**src/rtl/alu_issue_ctrl.sv**
```systemverilog
// alu_issue_ctrl: multi-cycle fetch/decode/execute/write-back sequencer that
// drives a 16-bit ALU and register file. Each instruction takes FETCH, DECODE,
// EXEC and WB in turn, with no overlap. The PSR lives here, and conditional
// branches are resolved against it.
module alu_issue_ctrl #(
    parameter int              PC_W     = 16,
    parameter logic [PC_W-1:0] RESET_PC = '0
) (
    input  logic            clk,
    input  logic            rst_n,
    // instruction fetch port
    output logic            imem_req,
    output logic [PC_W-1:0] imem_addr,
    input  logic            imem_ack,
    input  logic [15:0]     imem_rdata,
    // register-file read addresses
    output logic [3:0]      rf_raddr_a,
    output logic [3:0]      rf_raddr_b,
    // ALU controls and results
    output logic [3:0]      alu_op,
    output logic [7:0]      alu_imm,
    output logic            alu_imm_en,
    output logic            alu_carry_in,
    input  logic [15:0]     alu_result,
    input  logic [4:0]      alu_flags,
    // register-file write port
    output logic            rf_we,
    output logic [3:0]      rf_waddr,
    output logic [15:0]     rf_wdata,
    // status
    output logic [4:0]      psr,
    output logic [2:0]      state
);

    typedef enum logic [2:0] {
        S_FETCH  = 3'd0,
        S_DECODE = 3'd1,
        S_EXEC   = 3'd2,
        S_WB     = 3'd3,
        S_HALT   = 3'd4
    } state_t;

    // PSR bit positions: {C,L,F,Z,N}
    localparam int P_C = 4;
    localparam int P_L = 3;
    localparam int P_Z = 1;
    localparam int P_N = 0;

    state_t            state_q, state_d;
    logic [PC_W-1:0]   pc_q, pc_d;
    logic [15:0]       ir_q, ir_d;
    logic [4:0]        psr_q, psr_d;
    logic [15:0]       wb_data_q, wb_data_d;
    logic [4:0]        flag_hold_q, flag_hold_d;
    logic              taken_q, taken_d;
    logic [3:0]        alu_op_q, alu_op_d;
    logic              imm_en_q, imm_en_d;
    logic              wr_en_q, wr_en_d;
    logic              psr_upd_q, psr_upd_d;
    logic              bcond_q, bcond_d;
    logic              req_q, req_d;

    // Decode fields from the instruction register
    logic [3:0]        opc, ext;
    logic              dec_legal, dec_nop, dec_cmp, dec_bcond, cond_true;
    logic [3:0]        dec_op;
    logic [PC_W-1:0]   br_off;

    assign opc    = ir_q[15:12];
    assign ext    = ir_q[7:4];
    // Branch displacement is a signed word offset from the incremented PC
    assign br_off = {{(PC_W-8){ir_q[7]}}, ir_q[7:0]};

    // Instruction classification and legality check
    always_comb begin
        dec_legal = 1'b0;
        case (opc)
            4'h0: begin
                case (ext)
                    4'h0, 4'h1, 4'h2, 4'h3, 4'h4, 4'h5, 4'h6, 4'h7,
                    4'h9, 4'hA, 4'hB, 4'hD: dec_legal = 1'b1;
                    default:                dec_legal = 1'b0;
                endcase
            end
            4'h1, 4'h2, 4'h3, 4'h5, 4'h6, 4'h7,
            4'h9, 4'hA, 4'hB, 4'hD, 4'hF: dec_legal = 1'b1;
            4'h8:    dec_legal = ~ir_q[7];  // shift group: IR[7:5] in 000..011
            4'hC:    dec_legal = 1'b1;
            default: dec_legal = 1'b0;
        endcase
        dec_op    = (opc == 4'h0) ? ext : opc;
        dec_nop   = (opc == 4'h0) && (ext == 4'h0);
        dec_cmp   = ((opc == 4'h0) && (ext == 4'hB)) || (opc == 4'hB);
        dec_bcond = (opc == 4'hC);
    end

    // Branch condition evaluated against the PSR as it stands in EXEC
    always_comb begin
        cond_true = 1'b0;
        case (ir_q[11:8])
            4'h0:    cond_true =  psr_q[P_Z];
            4'h1:    cond_true = ~psr_q[P_Z];
            4'h2:    cond_true =  psr_q[P_C];
            4'h3:    cond_true = ~psr_q[P_C];
            4'hA:    cond_true =  psr_q[P_L];
            4'hB:    cond_true = ~psr_q[P_L];
            4'hC:    cond_true =  psr_q[P_N];
            4'hD:    cond_true = ~psr_q[P_N];
            4'hE:    cond_true = 1'b1;
            default: cond_true = 1'b0;
        endcase
    end

    // Next-state and datapath register updates for the sequencer
    always_comb begin
        state_d     = state_q;
        pc_d        = pc_q;
        ir_d        = ir_q;
        psr_d       = psr_q;
        wb_data_d   = wb_data_q;
        flag_hold_d = flag_hold_q;
        taken_d     = taken_q;
        alu_op_d    = alu_op_q;
        imm_en_d    = imm_en_q;
        wr_en_d     = wr_en_q;
        psr_upd_d   = psr_upd_q;
        bcond_d     = bcond_q;
        case (state_q)
            S_FETCH: begin
                // ack only counts while a request is actually outstanding
                if (req_q && imem_ack) begin
                    ir_d    = imem_rdata;
                    pc_d    = pc_q + PC_W'(1);
                    state_d = S_DECODE;
                end
            end
            S_DECODE: begin
                alu_op_d  = dec_op;
                imm_en_d  = (opc != 4'h0) && (opc != 4'h8);
                bcond_d   = dec_bcond;
                wr_en_d   = ~(dec_nop | dec_cmp | dec_bcond);
                // MOV and LU leave flags alone; checked on the effective op
                psr_upd_d = ~(dec_nop | dec_bcond | (dec_op == 4'hD) | (dec_op == 4'hF));
                state_d   = dec_legal ? S_EXEC : S_HALT;
            end
            S_EXEC: begin
                wb_data_d   = alu_result;
                flag_hold_d = alu_flags;
                taken_d     = bcond_q & cond_true;
                state_d     = S_WB;
            end
            S_WB: begin
                if (psr_upd_q) psr_d = flag_hold_q;
                if (taken_q)   pc_d  = pc_q + br_off;
                state_d = S_FETCH;
            end
            S_HALT:  state_d = S_HALT;
            default: state_d = S_HALT;
        endcase
        // Request is registered so it stays low through reset and rises on
        // the first clock afterwards
        req_d = (state_d == S_FETCH);
    end

    // State and datapath registers, cleared by asynchronous reset
    always_ff @(posedge clk or negedge rst_n) begin
        if (!rst_n) begin
            state_q     <= S_FETCH;
            pc_q        <= RESET_PC;
            ir_q        <= '0;
            psr_q       <= '0;
            wb_data_q   <= '0;
            flag_hold_q <= '0;
            taken_q     <= 1'b0;
            alu_op_q    <= '0;
            imm_en_q    <= 1'b0;
            wr_en_q     <= 1'b0;
            psr_upd_q   <= 1'b0;
            bcond_q     <= 1'b0;
            req_q       <= 1'b0;
        end else begin
            state_q     <= state_d;
            pc_q        <= pc_d;
            ir_q        <= ir_d;
            psr_q       <= psr_d;
            wb_data_q   <= wb_data_d;
            flag_hold_q <= flag_hold_d;
            taken_q     <= taken_d;
            alu_op_q    <= alu_op_d;
            imm_en_q    <= imm_en_d;
            wr_en_q     <= wr_en_d;
            psr_upd_q   <= psr_upd_d;
            bcond_q     <= bcond_d;
            req_q       <= req_d;
        end
    end

    assign imem_req     = req_q;
    assign imem_addr    = pc_q;
    assign rf_raddr_a   = ir_q[11:8];
    assign rf_raddr_b   = ir_q[3:0];
    assign alu_op       = alu_op_q;
    assign alu_imm      = ir_q[7:0];
    assign alu_imm_en   = imm_en_q;
    assign alu_carry_in = psr_q[P_C];
    assign rf_we        = (state_q == S_WB) && wr_en_q;
    assign rf_waddr     = ir_q[11:8];
    assign rf_wdata     = wb_data_q;
    assign psr          = psr_q;
    assign state        = state_q;

endmodule

```
**config.mk**
```make
export PLATFORM = sky130hd
export DESIGN_NAME = alu_issue_ctrl
export DESIGN_NICKNAME = d
export VERILOG_FILES = /design/src/rtl/alu_issue_ctrl.sv
export SDC_FILE = /design/constraint.sdc
export NUM_CORES = 1
export LEC_CHECK = 0
export CAP_MARGIN = 20
export CELL_PAD_IN_SITES_DETAIL_PLACEMENT = 1
export CELL_PAD_IN_SITES_GLOBAL_PLACEMENT = 1
export CORE_ASPECT_RATIO = 0.8
export CORE_MARGIN = 3
export CORE_UTILIZATION = 40
export CTS_CLUSTER_SIZE = 40
export DETAILED_ROUTE_END_ITERATION = 10
export MAX_ROUTING_LAYER = met4
export PLACE_DENSITY = 0.82
export SLEW_MARGIN = 20
export SYNTH_ARGS = -nofsm -noshare
export SYNTH_HDL_FRONTEND = slang
export SYNTH_SLANG_ARGS = --single-unit
```
**constraint.sdc**
```tcl
create_clock -name clk -period 7.05 [get_ports clk]
set_input_delay 1.0575 -clock clk [delete_from_list [all_inputs] [get_ports clk]]
set_output_delay 1.0575 -clock clk [all_outputs]
set_load 0.05 [all_outputs]
```
==> impl_metrics.json, run 1 <==
{
  "syn_inst": 352,
  "grt_start_max_net_pins": 72,
  "async_flop_share_pct": 100,
  "ff2ff_setup_slack_ns": 3.81,
  "synthMuxAreaShare_pct": 13.5,
  "dp_hpwl_um": 7750,
  "synth-simple-area-share_pct": 10.6,
  "synth_enable_flop_cells": 0,
  "power_density_mw_per_mm2": 561,
  "ys_ff_latch": 71,
  "grt_overflow_total": 0,
  "crit_path_start_kind": "flop",
  "via_per_inst": 5.52,
  "cts_hold_buf": 0,
  "drv_cap": 0,
  "fin_tns_setup_ns": 0,
  "diodes": 0,
  "clock_latency_ns": 0.34,
  "endpoint_kind": "output port",
  "min_to": "imem_addr[15]$_DFFE_PN0P_",
  "avgSynthCellArea_um2": 10.9,
  "clock.fmax_mhz": 291,
  "io_pins": 108,
  "path_class": "reg2out",
  "rows": 31,
  "synth_nets": 408,
  "ys.flop_type": "dfrtp_1",
  "dieArea_mm2": 0.0108,
  "ys_types": 51,
  "ant_nets": 0,
  "layout.nets": 492,
  "final_max_slew_viol_count": 0,
  "cp.required_ns": 5.99,
  "ir_worst_vdd_mv": 0.245,
  "drive_gt1_share_pct": 16.1,
  "start_util_pct": 41.6,
  "p_leak_nw": 2.23,
  "root_buffer": "clkbuf_16",
  "cp.arrival_ns": 2.37,
  "synth_compound_area_share_pct": 15.4,
  "cts_buffers": 9,
  "h-tree-depth": 3,
  "grt_pass1_vias": 3286,
  "clock_skew_ns": 0.0104,
  "finalCritPeriodShare_pct": 48.7,
  "crit_fanout": 9,
  "synth_fa_ha_area_share_pct": 5.43,
  "die_x_um": 115,
  "timing.rr.start": "state[0]$_DFF_PN0_",
  "grt_pass1_wl_um": 17600,
  "status": "completed",
  "slew_headroom_pct": 37.0,
  "path_clk_slew_ns": 0.06,
  "rsz0062_at_grt": "false",
  "postCtsSetupBuffers": 0,
  "finalHoldViolCount": 0,
  "cts_sinks": 71,
  "finish.utilization_pct": 55.9,
  "min_from": "imem_addr[15]$_DFFE_PN0P_",
  "via_count": 3062,
  "yosysWarnings": 0,
  "drt_iter0_markers": 218,
  "regToRegEndpoint": "imem_addr[14]$_DFFE_PN0P_",
  "setup_viol": 0,
  "rr_worst_depth": 10,
  "portBuffers": 107,
  "holdPathStages": 1,
  "fillers": 1001,
  "synth_top_family_by_area": "compound AO/OA/AOI/OAI gates",
  "synth_xor_area_share_pct": 2.52,
  "syn_area_mm2": 0.00382,
  "wirelength_um": 11000,
  "cts_resized": 0,
  "drcViolationCount": 0,
  "die_h_um": 93.4,
  "core_area_mm2": 0.00919,
  "cts_tree": "done",
  "route.detailed.wl_per_inst_um": 19.8,
  "gp_congestion": 0.838,
  "fin_crit_ns": 3.43,
  "worst_slew_pin_slew_ns": 0.946,
  "syn_to_final_growth_pct": 34.5,
  "drtPass1Iterations": 4,
  "antenna_found_initial": 0,
  "yosysSeqAreaShare_pct": 46.5,
  "worstHoldPathType": "reg2reg",
  "grtUsageTotal_pct": 21.9,
  "clock_path_buffers": 2
}
## area by class of cell
cell class              count  area [µm²]  share of cell area, %
clock buffers              12         256                   4.99
clock inverters             3        42.5                  0.828
inverters                   3        11.3                  0.219
multi-input cells         242        1820                   35.4
flip-flops and latches     71        1780                   34.6
well taps                 115         144                   2.80
repair buffers            109        1090                   21.2
## power breakdown
| part | switching (W) | internal (W) |
|---|---|---|
| clock | 0.000175 | 0.000291 |
| combinational | 0.00102 | 0.000576 |
| sequential | 0.000220 | 0.000602 |
| total | 0.00141 | 0.00147 |
## cells in the mapped netlist, types with 4 or more instances
master	instances	share of area (%)
a211oi_1	4	0.79
a21o_1	6	1.2
a21oi_1	17	2.2
and2_1	8	1.3
buf_2	5	0.65
buf_4	21	4.1
clkbuf_1	10	0.98
dfrtp_1	71	46
ha_1	15	4.9
mux2_2	45	13
nand2_1	40	3.9
nand3_1	5	0.65
nor2_1	7	0.69
nor3_1	8	1.0
o21a_1	5	0.98
o21ai_0	28	3.7
o31ai_1	4	0.79
xnor2_1	5	1.1
xor2_1	6	1.4
## cell families after synthesis
kind of cell	Yosys count
multiplexers	46
adder cells (fa/ha/maj)	16
buffers and inverters	39
flip-flops	71
AND/OR/NAND/NOR	83
XOR/XNOR	11
AO/OA/AOI/OAI	86
## per-stage QoR
step | hold WS [ns] | std cells | worst slack, ns | instance area [µm²] | total power [W]
final | 0.479 | 555 | 3.62 | 5140 | 0.00288
after global routing | 0.516 | 555 | 3.40 | 5140 | 0.00303
after CTS | 0.479 | 554 | 3.60 | 5120 | 0.00290
after detailed placement | 0.467 | 539 | 3.82 | 4830 | 0.00241
after global placement | 0.465 | 539 | 3.90 | 4830 | 0.00234
after floorplan | 0.442 | 352 | 3.94 | 3820 | 0.00193
## registers in the layout, indices dropped and copies added, names as in the netlist
signal	count
alu_imm_en	1
alu_op	4
bcond_q	1
flag_hold_q	5
imem_addr	16
imem_req	1
ir_q	16
psr	5
psr_upd_q	1
rf_wdata	16
state	3
taken_q	1
wr_en_q	1
## critical path, stage by stage (launching register included)
cell and delay (ns):
dfrtp_1 0.54, nand2_1 0.11, nor2_1 0.36, and2_1 0.19, clkdlybuf4s50_1 0.82
## cells in the final DEF, fill, tap and decap left out, types with 3 or more instances in the layout
master           netlist  routed
nor2_1                 7       7
o31ai_1                4       4
a21oi_1               17      17
nand3_1                5       5
a211oi_1               4       4
nor3_1                 8       8
inv_1                  3       3
ha_1                  15      15
or3_1                  3       3
xnor2_1                5       5
o21a_1                 5       5
or4_1                  3       3
o21ai_0               28      28
clkbuf_16              0       9
mux2_2                45      45
a31oi_1                3       3
a21o_1                 6       6
and2_1                 8       8
xor2_1                 6       6
nand2_1               40      40
clkdlybuf4s50_1        0     106
dfrtp_1               71      71
## per-layer routing
layer | global-route usage [%] | part of all wire [%] | up-vias
met5 | - | 0 | -
met4 | 5.57 | 1.1 | 0
met3 | 6.47 | 6.1 | 8
met2 | 35.0 | 49 | 82
met1 | 27.3 | 43 | 1553
li1 | - | - | 1419
## how the worst max path moves through the flow
stage | startpoint | to | slack (ns) | depth (start not counted)
3_3_place_gp | imem_ack | imem_addr[13]$_DFFE_PN0P_ | 3.90 | 6
5_1_grt | state[0]$_DFF_PN0_ | rf_we | 3.40 | 4
2_1_floorplan | state[0]$_DFF_PN0_ | imem_addr[12]$_DFFE_PN0P_ | 3.94 | 11
6_report | state[0]$_DFF_PN0_ | rf_we | 3.62 | 4
4_1_cts | state[0]$_DFF_PN0_ | rf_we | 3.60 | 4
3_5_place_dp | imem_ack | imem_addr[13]$_DFFE_PN0P_ | 3.82 | 6
No activity file was read; power rests on OpenSTA's default activity.
==> inputs of run 2 (changes only) <==
CORE_UTILIZATION = 33   (was 40)
PLACE_DENSITY = 0.72   (was 0.82)
clock period = 3 ns   (was 7.05 ns; I/O delays follow)
==> run 2 against run 1 <==
Compared with the run above: final cell count rose by 6.3%; critical endpoint is now imem_addr[12]$_DFFE_PN0P_; total power rose by 140%; worst setup slack worse by 3.4 ns; combinational power up 140%; final area up 2.0%; largest power group unchanged; routed wire length down 5.3%.
==> impl_metrics.json, run 2 (synthesized netlist as in run 1, its figures left out) <==
{
  "status": "completed",
  "path_clk_slew_ns": 0.06,
  "dp_hpwl_um": 7640,
  "clock_path_buffers": 2,
  "layout_common_cells": "106 x clkdlybuf4s50_1, 70 x dfrtp_1, 45 x mux2_2",
  "fin_crit_ns": 2.80,
  "route.detailed.wl_per_inst_um": 17.6,
  "clock.fmax_mhz": 357,
  "start_util_pct": 34.4,
  "grt_overflow_total": 0,
  "wirelength_um": 10400,
  "total_power_w": 0.00679,
  "grtUsageTotal_pct": 17.1,
  "rr_worst_depth": 10,
  "path_class": "reg2reg",
  "layout_commonest_cell": "clkdlybuf4s50_1",
  "antenna_found_initial": 0,
  "cts_buffers": 9,
  "via_count": 3052,
  "drtPass1Iterations": 4,
  "crit_fanout": 9,
  "drcViolationCount": 0,
  "finish.utilization_pct": 47.2,
  "final_max_slew_viol_count": 0,
  "crit_path_start_kind": "flop",
  "die_h_um": 102,
  "syn_to_final_growth_pct": 37.2,
  "worst_slew_pin_slew_ns": 0.923,
  "core_area_mm2": 0.0111,
  "cts_tree": "done",
  "drive_gt1_share_pct": 18.4,
  "postCtsSetupBuffers": 0,
  "grt_pass1_vias": 3287,
  "rows": 34,
  "power_density_mw_per_mm2": 1300,
  "drv_cap": 0,
  "clock_skew_ns": 0.00894,
  "grt_start_max_net_pins": 72,
  "ir_worst_vdd_mv": 0.645,
  "fin_tns_setup_ns": 0,
  "via_per_inst": 5.17,
  "p_leak_nw": 2.27,
  "cts_sinks": 71,
  "dieArea_mm2": 0.0129,
  "cp.arrival_ns": 3.05,
  "io_pins": 108,
  "drt_iter0_markers": 96,
  "whs_ns": 0.245,
  "slew_headroom_pct": 38.4,
  "die_x_um": 126,
  "layout.nets": 497,
  "gp_congestion": 0.855,
  "placed_area_mm2": 0.00491,
  "cp.required_ns": 3.26,
  "root_buffer": "clkbuf_16",
  "diodes": 0,
  "worstHoldPathType": "in2async",
  "finalCritPeriodShare_pct": 93.3,
  "portBuffers": 107,
  "finalHoldViolCount": 0,
  "fin_area_mm2": 0.00524,
  "endpoint_kind": "flop",
  "setup_viol": 0,
  "h-tree-depth": 3,
  "ant_nets": 0,
  "clock_latency_ns": 0.34,
  "grt_pass1_wl_um": 17100,
  "rsz0062_at_grt": "false"
}
[run 2: changes by cell type in the layout (fill, tap and decap cells not counted), sizes merged]
cell      change
clkinvlp      -1
buf           +5
bufinv        +1
clkbuf        -2
clkinv        +3
[run 2: layout make-up]
cell class	instances	area [µm²]
Timing Repair Buffer	114	1120
Clock inverter	6	83.8
Inverter	3	11.3
Clock buffer	10	239
Fill cell	1197	5860
Multi-Input combinational cell	242	1830
Sequential cell	71	1780
Tap cell	144	180
[run 2: routing by layer]
| metal | vias up | routed length (µm) | global-route usage, % |
|---|---|---|---|
| met5 | - | 0 | - |
| met4 | 0 | 107 | 4.37 |
| met3 | 14 | 839 | 7.00 |
| met2 | 91 | 4760 | 26.6 |
| met1 | 1513 | 4690 | 20.9 |
| li1 | 1434 | - | - |
[run 2: repair_timing]
action / CTS / global route
endpoints found under the setup margin: 0 / 5
resized for setup: 0 / 3
hold buffers: 0 / 0
[run 2: final timing paths]
path	from	end	slack, ns
worst max register to register	state[0]$_DFF_PN0_	imem_addr[12]$_DFFE_PN0P_	0.20
worst max-delay path	state[0]$_DFF_PN0_	imem_addr[12]$_DFFE_PN0P_	0.20
max in group asynchronous	rst_n	state[0]$_DFF_PN0_	2.10
worst min-delay path	rst_n	imem_addr[4]$_DFFE_PN0P_	0.24
min in group clk	imem_addr[15]$_DFFE_PN0P_	imem_addr[15]$_DFFE_PN0P_	0.47
worst min register to register	imem_addr[15]$_DFFE_PN0P_	imem_addr[15]$_DFFE_PN0P_	0.47
[run 2: power by group]
group / internal (W) / total [W] / switching (W)
combinational: 0.00137 / 0.00374 / 0.00237
clock: 0.000747 / 0.00117 / 0.000422
sequential: 0.00142 / 0.00188 / 0.000465
total: 0.00354 / 0.00679 / 0.00326
[run 2: worst max-delay path, cell delays in order (launching register included)]
cell and delay, ns:
dfrtp_2 0.45, nand2_1 0.10, or3_1 0.32, ha_1 0.23, fa_1 0.45, a211oi_2 0.24
o21ai_0 0.18, nor4b_1 0.18, a311o_1 0.30, xnor2_1 0.12, o21ai_0 0.14
[run 2: per-stage QoR]
stage | std cells | worst slack [ns]
after global placement | 574 | 0.280
after CTS | 590 | 0.0357
after floorplan | 352 | 0.00966
final | 590 | 0.202
after global routing | 590 | 0.00732
after detailed placement | 574 | 0.0666
==> inputs of run 3 (changes only) <==
CORE_ASPECT_RATIO = 1.5   (was 0.8)
==> run 3 against run 2 <==
Compared with the run above: worst setup slack lost 0.043 ns; first-iteration DRC count fell by 11%; highest routed layer unchanged; count of clock-buffer cells in the layout increased by 1.
==> impl_metrics.json, run 3 (synthesized netlist as in run 1, its figures left out) <==
{
  "diodes": 0,
  "clock_path_buffers": 2,
  "fillers": 1228,
  "wirelength_um": 10500,
  "clock_skew_ns": 0.00840,
  "cts_buffers": 9,
  "fin_tns_setup_ns": 0,
  "path_clk_slew_ns": 0.06,
  "drv_cap": 0,
  "endpoint_kind": "flop",
  "die_x_um": 93.9,
  "path_class": "reg2reg",
  "worstHoldPathType": "in2async",
  "portBuffers": 107,
  "core_area_mm2": 0.0112,
  "grt_start_max_net_pins": 72,
  "gp_congestion": 0.836,
  "clock_latency_ns": 0.33,
  "total_power_w": 0.00680,
  "grt_pass1_vias": 3407,
  "slew_headroom_pct": 37.2,
  "drt_iter0_markers": 85,
  "layout_common_cells": "106 x clkdlybuf4s50_1, 70 x dfrtp_1, 45 x mux2_2",
  "placed_area_mm2": 0.00491,
  "ir_worst_vdd_mv": 0.702,
  "rr_worst_depth": 9,
  "fin_crit_ns": 2.84,
  "syn_to_final_growth_pct": 37.1,
  "finish.utilization_pct": 46.9,
  "grt_pass1_wl_um": 17200,
  "h-tree-depth": 3,
  "timing.rr.start": "state[2]$_DFF_PN0_",
  "finalHoldViolCount": 0,
  "regToRegEndpoint": "imem_addr[12]$_DFFE_PN0P_",
  "ff2ff_setup_slack_ns": 0.16,
  "root_buffer": "clkbuf_16",
  "fin_ws_ns": 0.159,
  "drive_gt1_share_pct": 18.0,
  "rows": 47,
  "seq_area_mm2": 0.00178,
  "dp_hpwl_um": 7810,
  "grt_overflow_total": 0,
  "final_max_slew_viol_count": 0,
  "status": "completed",
  "rsz0062_at_grt": "false",
  "ant_nets": 0,
  "via_per_inst": 5.14,
  "setup_viol": 0,
  "route.detailed.wl_per_inst_um": 17.7,
  "p_leak_nw": 2.26,
  "cts_sinks": 71,
  "drtPass1Iterations": 4,
  "die_h_um": 138,
  "antenna_found_initial": 0,
  "io_pins": 108,
  "start_util_pct": 34.2,
  "cp.required_ns": 3.24,
  "multiInputGateArea_mm2": 0.00183,
  "finalCritPeriodShare_pct": 94.7,
  "cts_tree": "done",
  "clock.fmax_mhz": 352,
  "drcViolationCount": 0,
  "cp.arrival_ns": 3.08,
  "crit_path_start_kind": "flop",
  "layout_commonest_cell": "clkdlybuf4s50_1",
  "fin_area_mm2": 0.00524,
  "dp_slack_ns": 0.129,
  "crit_fanout": 3,
  "grtUsageTotal_pct": 17.5,
  "layout.nets": 496,
  "dieArea_mm2": 0.0129,
  "worst_slew_pin_slew_ns": 0.942,
  "power_density_mw_per_mm2": 1300,
  "via_count": 3044
}
## run 3: cell count changes in the layout (fill, tap and decap cells not counted), sizes merged
cell,delta
clkinv,-2
clkinvlp,+1
buf,-1
clkbuf,+1
## run 3: where the power goes
| part | switching, W | leakage, nW | internal [W] | total (W) |
|---|---|---|---|---|
| Combinational | 0.00240 | 1.22 | 0.00138 | 0.00377 |
| Sequential | 0.000441 | 0.878 | 0.00142 | 0.00186 |
| Clock | 0.000421 | 0.156 | 0.000751 | 0.00117 |
## run 3: critical path, stage by stage, from the launching register on
cell and delay [ns]:
dfrtp_1 0.40, or3_1 0.38, ha_1 0.24, fa_1 0.47
a211oi_2 0.25, o21ai_0 0.22, nor4b_1 0.21, a311o_1 0.30
xnor2_1 0.13, o21ai_0 0.16
## run 3: per-stage QoR
stage | instances | hold WS, ns
5_1_grt | 592 | 0.328
3_5_place_dp | 576 | 0.465
2_1_floorplan | 352 | 0.154
4_1_cts | 592 | 0.306
6_report | 592 | 0.250
3_3_place_gp | 576 | 0.467
## run 3: timing repair
action / in CTS / in global routing
hold buffers: 0 / 0
setup endpoints to repair: 0 / 4
setup buffers: 0 / 0
resized for setup: 0 / 3
## run 3: area by class of cell
class | count | area share (%)
multi-input cells | 242 | 34.9
well taps | 147 | 3.51
flip-flops and latches | 71 | 33.9
clock inverters | 5 | 1.55
repair buffers | 113 | 21.3
clock buffers | 11 | 4.63
inverters | 3 | 0.215
## run 3: worst max path at each step
stage                        start  depth (start not counted)  slack (ns)                        end
2_1_floorplan   state[2]$_DFF_PN0_                         10        0.01  imem_addr[12]$_DFFE_PN0P_
3_3_place_gp   ir_q[0]$_DFFE_PN0P_                          9        0.21  imem_addr[12]$_DFFE_PN0P_
3_5_place_dp    state[1]$_DFF_PN0_                         10        0.13  imem_addr[15]$_DFFE_PN0P_
4_1_cts         state[1]$_DFF_PN0_                         10        0.08  imem_addr[15]$_DFFE_PN0P_
5_1_grt         state[2]$_DFF_PN0_                          9        0.02  imem_addr[12]$_DFFE_PN0P_
6_report        state[2]$_DFF_PN0_                          9        0.16  imem_addr[12]$_DFFE_PN0P_
## run 3: metal layers
metal,wire length (µm),track usage [%],vias to the layer above
met5,0,-,-
met4,123,5.06,0
met3,373,3.77,13
met2,5740,31.7,70
met1,4250,19.2,1539
li1,-,-,1422
